==> src/rtl/train_pkg.sv <==
// -----------------------------------------------------------------------------
// train_pkg
// Shared definitions for the train controller and its sensor front end:
// sensor count, sensor bit positions and default conditioning parameters.
// -----------------------------------------------------------------------------
package train_pkg;

   localparam int unsigned NUM_SENSORS = 4;

   localparam int unsigned S1_IDX = 0;
   localparam int unsigned S2_IDX = 1;
   localparam int unsigned S3_IDX = 2;
   localparam int unsigned S4_IDX = 3;

   localparam int unsigned DEBOUNCE_CYCLES_DEF = 16;
   localparam int unsigned GLITCH_W_DEF        = 8;

endpackage : train_pkg

==> src/rtl/debounce_channel.sv <==
// -----------------------------------------------------------------------------
// debounce_channel
// One sensor bit: two-flop synchroniser, debounce counter, accepted level,
// registered rise/fall pulses and a saturating glitch counter.
//
// Ports:
//   clk         system clock
//   rst         asynchronous active-low reset
//   raw         unsynchronised sensor input
//   glitch_clr  synchronous clear of the glitch counter (wins over a glitch)
//   level       debounced level
//   rise        one-cycle pulse in the cycle level goes 0->1
//   fall        one-cycle pulse in the cycle level goes 1->0
//   glitch_cnt  saturating count of rejected bounces
//   glitch_evt  combinational: a bounce is being rejected at the next edge
// -----------------------------------------------------------------------------
module debounce_channel
   import train_pkg::*;
#(
   parameter int unsigned DEBOUNCE_CYCLES = DEBOUNCE_CYCLES_DEF,
   parameter int unsigned GLITCH_W        = GLITCH_W_DEF
) (
   input  logic                clk,
   input  logic                rst,
   input  logic                raw,
   input  logic                glitch_clr,
   output logic                level,
   output logic                rise,
   output logic                fall,
   output logic [GLITCH_W-1:0] glitch_cnt,
   output logic                glitch_evt
);

   localparam int unsigned      CNT_W    = $clog2(DEBOUNCE_CYCLES);
   localparam logic [CNT_W-1:0] CNT_LAST = CNT_W'(DEBOUNCE_CYCLES - 1);

   logic             sync_1;
   logic             sync_n;
   logic [CNT_W-1:0] cnt;

   // A bounce is rejected when the input returns to the accepted level
   // after at least one differing sample.
   always_comb begin
      glitch_evt = (sync_n == level) && (cnt != '0);
   end

   always_ff @(posedge clk or negedge rst) begin
      if (!rst) begin
         sync_1 <= 1'b0;
         sync_n <= 1'b0;
         cnt    <= '0;
         level  <= 1'b0;
         rise   <= 1'b0;
         fall   <= 1'b0;
      end else begin
         sync_1 <= raw;
         sync_n <= sync_1;
         rise   <= 1'b0;
         fall   <= 1'b0;
         if (sync_n == level) begin
            cnt <= '0;
         end else if (cnt == CNT_LAST) begin
            level <= sync_n;
            cnt   <= '0;
            rise  <= sync_n;
            fall  <= ~sync_n;
         end else begin
            cnt <= cnt + 1'b1;
         end
      end
   end

   always_ff @(posedge clk or negedge rst) begin
      if (!rst) begin
         glitch_cnt <= '0;
      end else if (glitch_clr) begin
         glitch_cnt <= '0;
      end else if (glitch_evt && (glitch_cnt != '1)) begin
         glitch_cnt <= glitch_cnt + 1'b1;
      end
   end

endmodule : debounce_channel

==> src/rtl/sensor_conditioner.sv <==
// -----------------------------------------------------------------------------
// sensor_conditioner
// Front end for the train controller: synchronises and debounces the four raw
// track sensors, produces edge pulses and per-channel glitch statistics.
//
// Ports:
//   clk         system clock
//   rst         asynchronous active-low reset
//   raw_s       raw sensors (bit0=s1 .. bit3=s4)
//   glitch_clr  synchronous clear of all glitch counters and glitch_any
//   s_level     debounced levels for the controller's s1..s4
//   s_rise      one-cycle rising-edge pulses
//   s_fall      one-cycle falling-edge pulses
//   glitch_cnt  packed counters, channel n at [n*GLITCH_W +: GLITCH_W]
//   glitch_any  sticky flag, set by a glitch on any channel
// -----------------------------------------------------------------------------
module sensor_conditioner
   import train_pkg::*;
#(
   parameter int unsigned DEBOUNCE_CYCLES = DEBOUNCE_CYCLES_DEF,
   parameter int unsigned GLITCH_W        = GLITCH_W_DEF
) (
   input  logic                            clk,
   input  logic                            rst,
   input  logic [NUM_SENSORS-1:0]          raw_s,
   input  logic                            glitch_clr,
   output logic [NUM_SENSORS-1:0]          s_level,
   output logic [NUM_SENSORS-1:0]          s_rise,
   output logic [NUM_SENSORS-1:0]          s_fall,
   output logic [NUM_SENSORS*GLITCH_W-1:0] glitch_cnt,
   output logic                            glitch_any
);

   logic [NUM_SENSORS-1:0] glitch_evt;

   for (genvar n = 0; n < NUM_SENSORS; n++) begin : g_ch
      debounce_channel #(
         .DEBOUNCE_CYCLES (DEBOUNCE_CYCLES),
         .GLITCH_W        (GLITCH_W)
      ) u_ch (
         .clk        (clk),
         .rst        (rst),
         .raw        (raw_s[n]),
         .glitch_clr (glitch_clr),
         .level      (s_level[n]),
         .rise       (s_rise[n]),
         .fall       (s_fall[n]),
         .glitch_cnt (glitch_cnt[n*GLITCH_W +: GLITCH_W]),
         .glitch_evt (glitch_evt[n])
      );
   end

   // Clear has priority over a coincident glitch.
   always_ff @(posedge clk or negedge rst) begin
      if (!rst) begin
         glitch_any <= 1'b0;
      end else if (glitch_clr) begin
         glitch_any <= 1'b0;
      end else if (|glitch_evt) begin
         glitch_any <= 1'b1;
      end
   end

endmodule : sensor_conditioner

==> config.mk <==
export PLATFORM = sky130hd
export DESIGN_NAME = sensor_conditioner
export DESIGN_NICKNAME = d
export VERILOG_FILES = /design/src/rtl/train_pkg.sv /design/src/rtl/debounce_channel.sv /design/src/rtl/sensor_conditioner.sv
export SDC_FILE = /design/constraint.sdc
export NUM_CORES = 1
export LEC_CHECK = 0
export ABC_AREA = 0
export CAP_MARGIN = 20
export CORE_UTILIZATION = 45
export CTS_CLUSTER_SIZE = 30
export DETAILED_ROUTE_END_ITERATION = 8
export GPL_TIMING_DRIVEN = 0
export PLACE_DENSITY = 0.65
export SLEW_MARGIN = 20
export SYNTH_ARGS = -nofsm -noshare
export SYNTH_HDL_FRONTEND = slang
export SYNTH_SLANG_ARGS = --single-unit
==> constraint.sdc <==
create_clock -name clk -period 2 [get_ports clk]
set_input_delay 0.4 -clock clk [delete_from_list [all_inputs] [get_ports clk]]
set_output_delay 0.4 -clock clk [all_outputs]
set_load 0.02 [all_outputs]
==> qor.csv, run 1 <==
metric,value,unit
largest net degree at the start of global routing,50,
Worst Hold Slack,350.4,ps
Num CTS Buffers,9,
ANT nets after route,0,
post-synthesis mux area share,0.04450,
cell area after layout,0.004275,sq mm
Max-Cap Viols,0,
Post-Syn Instances,306,
"Power, Total",2.925,mW
RSZ-0062 raised after global routing,false,
Slew HR,0.6292,
worst-case clock buffer depth,2,
Crit. End Element,flop,
num ports,52,
Ant. Diodes,0,
"commonest non-fill, non-tap cell in the layout",dfrtp_1,
root buf cell,clkbuf_8,
"EDFF count, synth",0,
Core Rows,31,
slew of the pin with the lowest slew margin,556.2,ps
Post-Route Utilization,0.5863,
Skew-Pair Late Insertion Delay,340,ps
CP Class,flop to flop,
final net count,389,
layout cells sized above 1,0.1417,
vias in the first global route,2280,
clk slew on worst S/H paths,70,ps
syn avg cell area,11.12,sq um
CP Data Arrival Time,2130,ps
crit path time final,1907,ps
Worst Path Max Fanout,7,
fin. max-slew vios,0,
Port Buffers,51,
initial antenna violation count,0,
Die ar.,0.007912,sq mm
leak pwr,1.794,nW
Seq cells post-synth,69,
placed instance area,0.004061,sq mm
main combinational cell family by area after synthesis,simple AND/OR/NAND/NOR gates,
run status,"complete, no violations",
min-delay worst type,flop to flop,
Synth Area in Simple Gates,0.2015,
HPWL Detailed,4427,um
1st-iter DRT viols,118,
Setup-failing EPs final,0,
first-pass GRT wire length,10280,um
Critical Path RT,2230,ps
Ys Warns,0,
Die W,88.95,um
"Seq/Total Area, Yosys",0.5075,
routability cong.,0.7715,
Post-Synth XOR/XNOR Area,0.04450,
CP Launch Type,flop,
Post-synth top flop,dfrtp_1,
Synth Area in Compound Gates,0.1059,
syn nets,325,
worst vdd ir,318.0,uV
Initial Util,0.4665,
H-tree depth,3,
routed vias/inst,5.292,
Core ar.,0.007292,sq mm
P per Cell Area,684.2,mW/mm^2
Die H,88.95,um
First-pass DRT Iterations,4,
FMAX,524.3,MHz
grt ovf,0,
"Cell Area, Synth",0.003402,sq mm
most frequent cells in the layout,"dfrtp_1 (66), clkdlybuf4s50_1 (50), a21oi_1 (23), nor2_1 (19), inv_1 (16)",
asr flop ratio synth,1.000,
TritonCTS clock tree,built,
DR vias,2503,
final period utilization,0.9537,
DRC viols,0,
clock sinks,69,
post-route setup TNS,0,ps
Unique masters post-synth,51,
adder-cell share of the synthesized area,0.04413,
Fill cells,645,
Total Routing Usage GR,0.1725,
wire per inst,13.30,um
Final Hold Vio Count,0,
Worst Clk Skew,4.349,ps
synth-to-layout area growth,25.67,%
Final Routed Wirelength,6291,um
critical path: stages (launching register included):
cell,delay [ps]
dfrtp_1,400
inv_1,70
ha_1,180
nor3b_1,140
nand2b_2,230
a31oi_1,390
mux2_2,380
through the flow:
| stage | setup slack (ps) | instances |
|---|---|---|
| floorplan | 279.3 | 306 |
| finish | 92.63 | 473 |
| CTS | 5.654 | 473 |
| detailed placement | -60.11 | 457 |
| global route | 16.56 | 473 |
| global placement | -1917 | 456 |
repair_timing:
action,4_1_cts,5_1_grt
hold buffers,1,0
hold endpoints to repair,20,0
pin swaps,0,0
gates resized for setup,1,2
setup endpoints to repair,1,2
setup buffers,0,0
Yosys cell counts, drive strengths merged (2+ instances only):
cell type  instances  share of area
dfrtp             69           0.51
a21oi             23          0.034
nor2              19          0.021
inv               16          0.018
nand3             15          0.027
nor3b             15          0.033
buf               13          0.030
ha                12          0.044
or4               12          0.026
mux2               9          0.030
nand2              9         0.0099
o21ai              9          0.013
xnor2              8          0.039
nor2b              7          0.013
and3               6          0.011
nand4              6          0.011
o31ai              6          0.013
mux2i              5          0.015
nand2b             5         0.0099
a31oi              4         0.0074
clkbuf             4         0.0044
or3                4         0.0074
and2b              3         0.0074
nor3               3         0.0044
o211ai             3          0.011
or3b               3         0.0085
a311oi             2         0.0051
o41ai              2         0.0051
xor2               2         0.0051
layout make-up:
| class | count | area [sq um] | share of cell area |
|---|---|---|---|
| sequential | 69 | 1730 | 0.4047 |
| multi-input combinational | 204 | 1499 | 0.3506 |
| timing repair buffer | 53 | 545.5 | 0.1276 |
| clock buffer | 12 | 155.1 | 0.03629 |
| tap | 99 | 123.9 | 0.02897 |
| buffer | 17 | 116.4 | 0.02722 |
| inverter | 16 | 60.06 | 0.01405 |
| clock inverter | 3 | 45.04 | 0.01054 |
path summary, 6_finish.rpt:
check | start | slack, ps | endpoint | depth (start not counted)
max in group asynchronous | rst | 980 | g_ch[1].u_ch.level | 3
min | g_ch[0].u_ch.sync_1 | 350 | g_ch[0].u_ch.sync_n | 0
min in group asynchronous | rst | 490 | g_ch[0].u_ch.rise | 2
max | g_ch[3].u_ch.cnt[0] | 90 | g_ch[3].u_ch.glitch_cnt[0] | 6
max reg2reg | g_ch[3].u_ch.cnt[0] | 90 | g_ch[3].u_ch.glitch_cnt[0] | 6
min reg2reg | g_ch[0].u_ch.sync_1 | 350 | g_ch[0].u_ch.sync_n | 0
sequential cells by signal, indices dropped and copies added (netlist names):
name,count
glitch_any,1
g_ch.u_ch.glitch_cnt,32
g_ch.u_ch.level,4
g_ch.u_ch.cnt,16
g_ch.u_ch.fall,4
g_ch.u_ch.rise,4
g_ch.u_ch.sync_n,4
g_ch.u_ch.sync_1,4
per-layer routing:
metal	wire length (um)	GRT usage	part of all wire	up-vias
met1	2997	0.2230	0.48	1213
met4	129	0.09235	0.021	0
met3	226	0.02955	0.036	11
met2	2937	0.2797	0.47	52
met5	0	0	0	-
li1	-	-	-	1227
kinds of logic after synthesis:
logic type | count (synthesis)
AND/OR/NAND/NOR | 112
multiplexers | 14
AO/OA/AOI/OAI | 56
adder cells (fa/ha/maj) | 12
buffers and inverters | 33
XOR/XNOR | 10
flip-flops | 69
report_power, final:
part	total (mW)	internal [mW]	leakage, nW	switching (mW)
clock	1.14	0.638	0.0947	0.501
sequential	1.49	1.44	0.925	0.0482
combinational	0.298	0.138	0.774	0.160
total	2.93	2.22	1.79	0.710
(Power assumes the default switching activity.)
==> inputs of run 2 (changes only) <==
--- a/config.mk
+++ b/config.mk
@@ -8,6 +8,7 @@
 export ABC_AREA = 0
 export CAP_MARGIN = 20
 export CORE_UTILIZATION = 45
+export CTS_CLUSTER_DIAMETER = 150
 export CTS_CLUSTER_SIZE = 30
 export DETAILED_ROUTE_END_ITERATION = 8
 export GPL_TIMING_DRIVEN = 0
==> results of run 2 <==
Final layout, timing and power as in run 1 (identical DEF).
==> inputs of run 3 (changes only) <==
--- a/config.mk
+++ b/config.mk
@@ -9,9 +9,10 @@
 export CAP_MARGIN = 20
 export CORE_UTILIZATION = 45
 export CTS_CLUSTER_DIAMETER = 150
-export CTS_CLUSTER_SIZE = 30
+export CTS_CLUSTER_SIZE = 24
 export DETAILED_ROUTE_END_ITERATION = 8
 export GPL_TIMING_DRIVEN = 0
+export HOLD_SLACK_MARGIN = 0.02
 export PLACE_DENSITY = 0.65
 export SLEW_MARGIN = 20
 export SYNTH_ARGS = -nofsm -noshare
==> results of run 3 <==
Final layout, timing and power as in run 1 (identical DEF).
==> patch, RTL diff (settings of run 1) <==
Put a register stage on the output `glitch_cnt`, without a reset. The value now appears one clock later. The other outputs are not delayed to match.
--- a/src/rtl/sensor_conditioner.sv
+++ b/src/rtl/sensor_conditioner.sv
@@ -31,6 +31,8 @@
    output logic                            glitch_any
 );
 
+   logic [NUM_SENSORS*GLITCH_W-1:0] glitch_cnt_d;
+
    logic [NUM_SENSORS-1:0] glitch_evt;
 
    for (genvar n = 0; n < NUM_SENSORS; n++) begin : g_ch
@@ -45,7 +47,7 @@
          .level      (s_level[n]),
          .rise       (s_rise[n]),
          .fall       (s_fall[n]),
-         .glitch_cnt (glitch_cnt[n*GLITCH_W +: GLITCH_W]),
+         .glitch_cnt (glitch_cnt_d[n*GLITCH_W +: GLITCH_W]),
          .glitch_evt (glitch_evt[n])
       );
    end
@@ -61,5 +63,9 @@
       end
    end
 
+   always_ff @(posedge clk) begin
+      glitch_cnt <= glitch_cnt_d;
+   end
+
 endmodule : sensor_conditioner
 
Behaviour: not the same (Yosys sat finds a counterexample within 10 cycles, from zero or initial values and one cycle with rst low).
==> patch against run 1 <==
  * Hold slack better by 0.0053 ns
  * Sequential cell count increased by 32
  * Largest power group unchanged
  * Routed wire length rose by 14%
  * Setup slack worse by 0.021 ns
  * Clock power rose by 15%
  * Design area up 16%
  * Power increased by 29%
  * Via count up 12%
  * Highest routed layer unchanged
  * Sequential power is 44% higher
  * Synthesized area rose by 20%
  * Clock skew grew 0.0044 ns
==> patch: results (changes against run 1) <==
- HP Start: g_ch[3].u_ch.sync_1$_DFF_PN0_ (was g_ch[0].u_ch.sync_1$_DFF_PN0_)
- Routed vias: 2814 (was 2503)
- Max incr delay on CP: 0.59 ns (was 0.40 ns)
- Post-synth cell types: 54 (was 51)
- Hold Slack: 0.356 ns (was 0.350 ns)
- Area Overhead vs Synth: 22.0% (was 25.7%)
- Fillers: 764 (was 645)
- Avg Inst Size Synth: 11.5 sq um (was 11.1 sq um)
- Hpwl dp: 5030 microns (was 4430 microns)
- Switch share: 25.1% (was 24.3%)
- CP delay by family, top: buffers and inverters (was flip-flops)
- First-pass GRT wire length: 12600 microns (was 10300 microns)
- Crit path launch: g_ch[3].u_ch.level$_DFFE_PN0P_ (was g_ch[3].u_ch.cnt[0]$_DFF_PN0_)
- Slowest CP cell: clkdlybuf4s50_1 (was dfrtp_1)
- Global placer's final weighted congestion: 0.819 (was 0.772)
- R2r setup slk: 0.18 ns (was 0.09 ns)
- Critical-path maximum fanout: 6 (was 7)
- Fraction of registers with async set/reset: 68.3% (was 100%)
- Dpl cells: 513 (was 457)
- Pleak: 2.07 nW (was 1.79 nW)
- Worst Tran Pin Value: 0.608 ns (was 0.556 ns)
- GRT Util Overall: 16.6% (was 17.3%)
- Top Registers: g_ch.u_ch.glitch_cnt: 32 flops, glitch_cnt: 32 flops, g_ch.u_ch.cnt: 16 flops (was g_ch.u_ch.glitch_cnt: 32 flops, g_ch.u_ch.cnt: 16 flops)
- Initial drt markers: 106 (was 118)
- Hold Path End: g_ch[3].u_ch.sync_n$_DFF_PN0_ (was g_ch[0].u_ch.sync_n$_DFF_PN0_)
- Peak Freq: 519 MHz (was 524 MHz)
- Worst R2R Start: g_ch[1].u_ch.cnt[0]$_DFF_PN0_ (was g_ch[3].u_ch.cnt[0]$_DFF_PN0_)
- Nets: 436 (was 389)
- CP endpoint: s_level[3] (was g_ch[3].u_ch.glitch_cnt[0]$_DFFE_PN0P_)
- Status: completed (unchanged)
- Maximum VDD drop: 0.406 mV (was 0.318 mV)
- Clock-pin slew on the worst setup and hold paths: 0.10 ns (was 0.07 ns)
- Layout cells sized above 1: 14.7% (was 14.2%)
- Syn Nets: 372 (was 325)
- Synth top cells by count: dfrtp_1 (69), dfxtp_1 (32), nor2_1 (20) (was dfrtp_1 (69), a21oi_1 (23), nor2_1 (19))
- Post-DP Area: 4750 sq um (was 4060 sq um)
patch: timing repair:
item / 4_1_cts / 5_1_grt
hold buffers: 1 / 0
gates resized for setup: 1 / 3
hold endpoints to repair: 20 / 0
endpoints found under the setup margin: 1 / 3
patch: final cells by class:
cell class,instances,share of cell area [%]
tap,108,2.72
sequential,101,47.7
clock inverter,7,1.64
inverter,17,1.28
timing repair buffer,53,11.0
multi-input combinational,218,30.8
clock buffer,9,2.49
buffer,17,2.37
patch: kinds of logic (layout without fill, tap and decap cells):
kind of cell             count (synthesis)  in the layout  synth area share (%)
buffers and inverters                   34            103                  4.45
XOR/XNOR                                11             11                  2.92
flip-flops                             101            101                  58.1
adder cells (fa/ha/maj)                 12             12                  3.68
AND/OR/NAND/NOR                        127            127                  18.0
multiplexers                            15             15                  4.21
AO/OA/AOI/OAI                           53             53                  8.66
patch: power groups by stage:
stage / clock, mW / combinational (mW) / sequential [mW]
detailed placement: 0 / 0.303 / 2.19
global route: 1.45 / 0.340 / 2.16
global placement: 0 / 0.291 / 2.18
finish: 1.31 / 0.300 / 2.14
CTS: 1.36 / 0.307 / 2.14
floorplan: 0 / 0.160 / 2.20
patch: worst reg2reg max path: cells and delay by family, from the launching register on:
family                     cells  cell delay (ns)
AOI/OAI and AO/OA              1             0.27
and+or+nand+nor                2             0.41
adders and majority gates      1             0.19
buffers and inverters          1             0.08
muxes                          1             0.37
DFF                            1             0.40
patch: layer usage:
metal / up-vias / global-route usage [%] / wire [microns]
met4: 0 / 6.43 / 121
met2: 71 / 24.9 / 3310
met5: - / 0 / 0
met3: 10 / 4.53 / 337
li1: 1382 / - / -
met1: 1351 / 22.9 / 3400
